File: config.mk
export PLATFORM = sky130hd
export DESIGN_NAME = ks3
export DESIGN_NICKNAME = d
export VERILOG_FILES = /design/src/rtl/ecc_pkg.sv /design/src/rtl/ks2.sv /design/src/rtl/ks3.sv
export SDC_FILE = /design/constraint.sdc
export NUM_CORES = 1
export LEC_CHECK = 0
export ABC_CLOCK_PERIOD_IN_PS = 1200
export CORE_AREA = 2 2 39 41
export CTS_CLUSTER_DIAMETER = 40
export CTS_CLUSTER_SIZE = 16
export DETAILED_ROUTE_END_ITERATION = 12
export DIE_AREA = 0 0 41 43
export PLACE_DENSITY = 0.53
export SLEW_MARGIN = 5
export SYNTH_ARGS = -nofsm -noshare
export SYNTH_HDL_FRONTEND = slang
export SYNTH_SLANG_ARGS = --single-unit
File: constraint.sdc
create_clock -name clk -period 1.2 [get_ports clk]
set_input_delay 0.3 -clock clk [delete_from_list [all_inputs] [get_ports clk]]
set_output_delay 0.3 -clock clk [all_outputs]
set_load 0.1 [all_outputs]
File: src/rtl/ecc_pkg.sv
// Shared widths and a reference carry-less multiply for the ECC field-multiplier tree.
package ecc_pkg;

  localparam int KS3_W  = 3;
  localparam int KS3_PW = 5;

  function automatic logic [KS3_PW-1:0] gf2_clmul(input logic [KS3_W-1:0] a,
                                                  input logic [KS3_W-1:0] b);
    logic [KS3_PW-1:0] r;
    r = '0;
    for (int i = 0; i < KS3_W; i++) begin
      if (a[i]) r = r ^ (KS3_PW'(b) << i);
    end
    return r;
  endfunction

endpackage

File: src/rtl/ks2.sv
// Combinational 2x2-bit carry-less Karatsuba multiplier (leaf of ks3).
module ks2 (
  input  logic [1:0] p_i,
  input  logic [1:0] q_i,
  output logic [2:0] r_o
);

  logic l_w, h_w, m_w;

  assign l_w = p_i[0] & q_i[0];
  assign h_w = p_i[1] & q_i[1];
  assign m_w = (p_i[0] ^ p_i[1]) & (q_i[0] ^ q_i[1]);
  assign r_o = {h_w, m_w ^ l_w ^ h_w, l_w};

endmodule

File: src/rtl/ks3.sv
// Registered 3x3-bit carry-less multiplier, one-level Karatsuba split, unreduced 5-bit product.
module ks3
  import ecc_pkg::*;
(
  input  logic              clk,
  input  logic              rst_n,
  input  logic              in_valid,
  input  logic [KS3_W-1:0]  a,
  input  logic [KS3_W-1:0]  b,
  output logic [KS3_PW-1:0] y,
  output logic              out_valid
);

  logic [2:0]        l_w, m_w, mid_w;
  logic              h_w;
  logic [1:0]        am_w, bm_w;
  logic [KS3_PW-1:0] y_d, y_q;
  logic              vld_q;

  assign am_w = a[1:0] ^ {1'b0, a[2]};
  assign bm_w = b[1:0] ^ {1'b0, b[2]};
  assign h_w  = a[2] & b[2];

  ks2 u_ks2_l (.p_i(a[1:0]), .q_i(b[1:0]), .r_o(l_w));
  ks2 u_ks2_m (.p_i(am_w),   .q_i(bm_w),   .r_o(m_w));

  assign mid_w = m_w ^ l_w ^ {2'b00, h_w};
  assign y_d   = {h_w, 4'b0000} ^ {mid_w, 2'b00} ^ {2'b00, l_w};

  // Product register only loads on valid so idle operands never reach y.
  always_ff @(posedge clk or negedge rst_n) begin
    if (!rst_n) begin
      y_q   <= '0;
      vld_q <= 1'b0;
    end else begin
      vld_q <= in_valid;
      if (in_valid) y_q <= y_d;
    end
  end

  assign y         = y_q;
  assign out_valid = vld_q;

endmodule

==> qor.csv <==
metric,value,unit
Peak VDD IR,0.698,mV
Worst Skew,0,ns
fraction of registers with async set or reset after synthesis,100,%
largest net degree at the start of global routing,9,
top post-synthesis cells by count,"nand2_1 (7), dfrtp_1 (6)",
Hold Path Class,in2async,
Detail Route Antenna Nets,0,
Starting Density,20.3,%
First-pass DRT Iterations,3,
min setup slack post-route,0.0537,ns
CP Launch Type,input pin,
top cell type's share of synthesized area,53.6,%
Max Clk Rate,872,MHz
unrepaired setup endpoints after global routing,no,
total grt overflow,0,
mux cell area share after synthesis,5.36,%
GRT met3 Usage,4.71,%
GRT met2 Usage,12.8,%
worst-skew pair later-pin latency,0.24,ns
# diodes,0,
Synth Area in Simple Gates,15.6,%
worst setup path start,b[1],
dominant synthesized flop cell,dfrtp_1,
Clock transition at path regs,0.05,ns
setup bufs post-CTS,0,
max-slew violations,0,
initial DRC count,6,
worst slew pin tran,0.285,ns
Placer Congestion,0.672,
compound-cell area share of the yosys netlist,7.14,%
"area leader, netlist",dfrtp_1,
YS warnings,0,
placed cells,64,
status,"finished, final reports clean",
total power divided by cell area,1400,nW/um2
post-synthesis adder-cell area fraction,0,%
max cap viols,0,
vias,271,
most frequent cell after synthesis,nand2_1,
synthesized instance count,28,
"Cell Area, Placed",552,um2
crit-path cells,"clkdlybuf4s50_1, nand2_1, xnor3_1, mux2_4",
CTS tree,done,
Post-Synth XOR/XNOR Area,14.3,%
Synth Register Bits,6,
relative slew slack,80.9,%
Routed Wire Length,676,um
top area cells in the synthesized netlist,"dfrtp_1 (54%), nand2_1 (9.4%), xnor3_1 (8.0%)",
Nets,62,
share of cells above drive strength 1,36.5,%
synthesized area per cell,10.0,um2
clock root cell,clkbuf_4,
die height,43,um
Port Buffers,14,
pre-CTS setup slack,-0.380,ns
final instance area,572,um2
number of enable flip-flop cells after synthesis,0,
synthesized cell area,280,um2
Final period util,95.5,%
worst flop-to-flop path startpoint,y[2]$_DFFE_PN0P_,
final hold vios,0,
Die X,41,um
number of global-route vias before repair,283,
die area,1760,um2
drt drc,0,
IO Pins,15,
Syn Nets,37,
Setup CP Type,in2reg,
post-synthesis cell type count,11,
Tmin final,1.15,ns
Worst Path Required,1.33,ns
max incr delay on CP,0.48,ns
GRT Util Overall,10.6,%
row count,14,
Finish-stage setup viols,0,
post-DP HPWL,535,um
GRT busiest layer,met1,
first-pass GRT wire length,1190,um
slowest CP cell,clkdlybuf4s50_1,
met1 Use GR,14.1,%
drt wl/cell,9.94,um
H-tree depth,1,
Final Non-Filler Cells,68,
largest family of logic cells by synthesized area,simple AND/OR/NAND/NOR gates,
"CP delay by family, top",buffers and inverters,
"Seq/Total Area, Yosys",53.6,%
Pleak,0.276,nW
initial antenna violation count,0,
CP endpoint kind,flop,
CP bufs+invs,1,
clock buffer depth,2,
cts bufs inserted,3,
Worst EP arrival,1.27,ns
core area,1380,um2
drt via density,3.99,
area grow syn2layout,104,%
CTS Sinks,6,
"critical path fanouts, max",2,
==> flip-flops by register name (all words and copies together), names as in the netlist <==
name	count
y	5
out_valid	1
==> per-stage QoR <==
step / power [mW] / hold slack (ns) / utilization, % / TNS [ns]
6_report: 0.802 / 0.302 / 41.3 / 0
5_1_grt: 0.857 / 0.308 / 41.3 / 0
4_1_cts: 0.822 / 0.313 / 41.3 / 0
3_5_place_dp: 0.615 / 0.540 / 39.9 / -0.697
3_3_place_gp: 0.615 / 0.551 / 39.9 / -0.701
2_1_floorplan: 0.449 / 0.00441 / - / 0
==> cell usage in the layout, fill, tap and decap left out <==
cell             n
xnor2_1          2
clkdlybuf4s50_1  3
buf_4            7
nand3_1          2
dfrtp_2          2
a21oi_1          2
nand2_1          7
o21ai_0          2
dlygate4sd2_1    5
mux2_4           1
inv_1            2
buf_12           6
clkbuf_4         3
dfrtp_1          4
nor2_1           2
clkbuf_1         1
xnor3_1          1
==> routing by layer <==
| metal | wire [um] | up-vias |
|---|---|---|
| met4 | 0 | 0 |
| met3 | 83 | 0 |
| met1 | 296 | 121 |
| met2 | 297 | 12 |
| met5 | 0 | - |
| li1 | - | 138 |
==> final timing paths <==
check,end,slack [ns],cells after the start
setup / recovery,y[2]$_DFFE_PN0P_,0.05,4
hold / removal,y[4]$_DFFE_PN0P_,0.30,1
setup reg to reg,y[2]$_DFFE_PN0P_,0.40,1
hold reg to reg,y[2]$_DFFE_PN0P_,0.56,1
max in group asynchronous,y[3]$_DFFE_PN0P_,0.66,1
min in group clk,y[0]$_DFFE_PN0P_,0.55,4
==> cell families (layout without fill, tap and decap cells) <==
kind of cell | after synthesis | count (layout)
xor+xnor | 3 | 3
compound gates | 4 | 4
buf+inv | 3 | 27
flops | 6 | 6
simple gates | 11 | 11
mux | 1 | 1
==> power by group <==
group / internal, mW / leakage (nW) / switching (mW)
clock: 0.126 / 0.0150 / 0.0717
sequential: 0.227 / 0.0707 / 0.0236
combinational: 0.145 / 0.191 / 0.208
total: 0.498 / 0.276 / 0.304
==> area by class of cell <==
cell class / count / area (um2)
Fill cell: 146 / 812
Timing Repair Buffer: 21 / 246
Sequential cell: 6 / 153
Multi-Input combinational cell: 19 / 119
Clock buffer: 4 / 26.3
Tap cell: 16 / 20.0
Inverter: 2 / 7.51
==> timing repair <==
action                     in CTS  in global routing
hold buffers                    0                  0
setup endpoints to repair       1                  0
gates resized for setup         5                  0
Note: power is estimated with default switching activity, not from simulation.
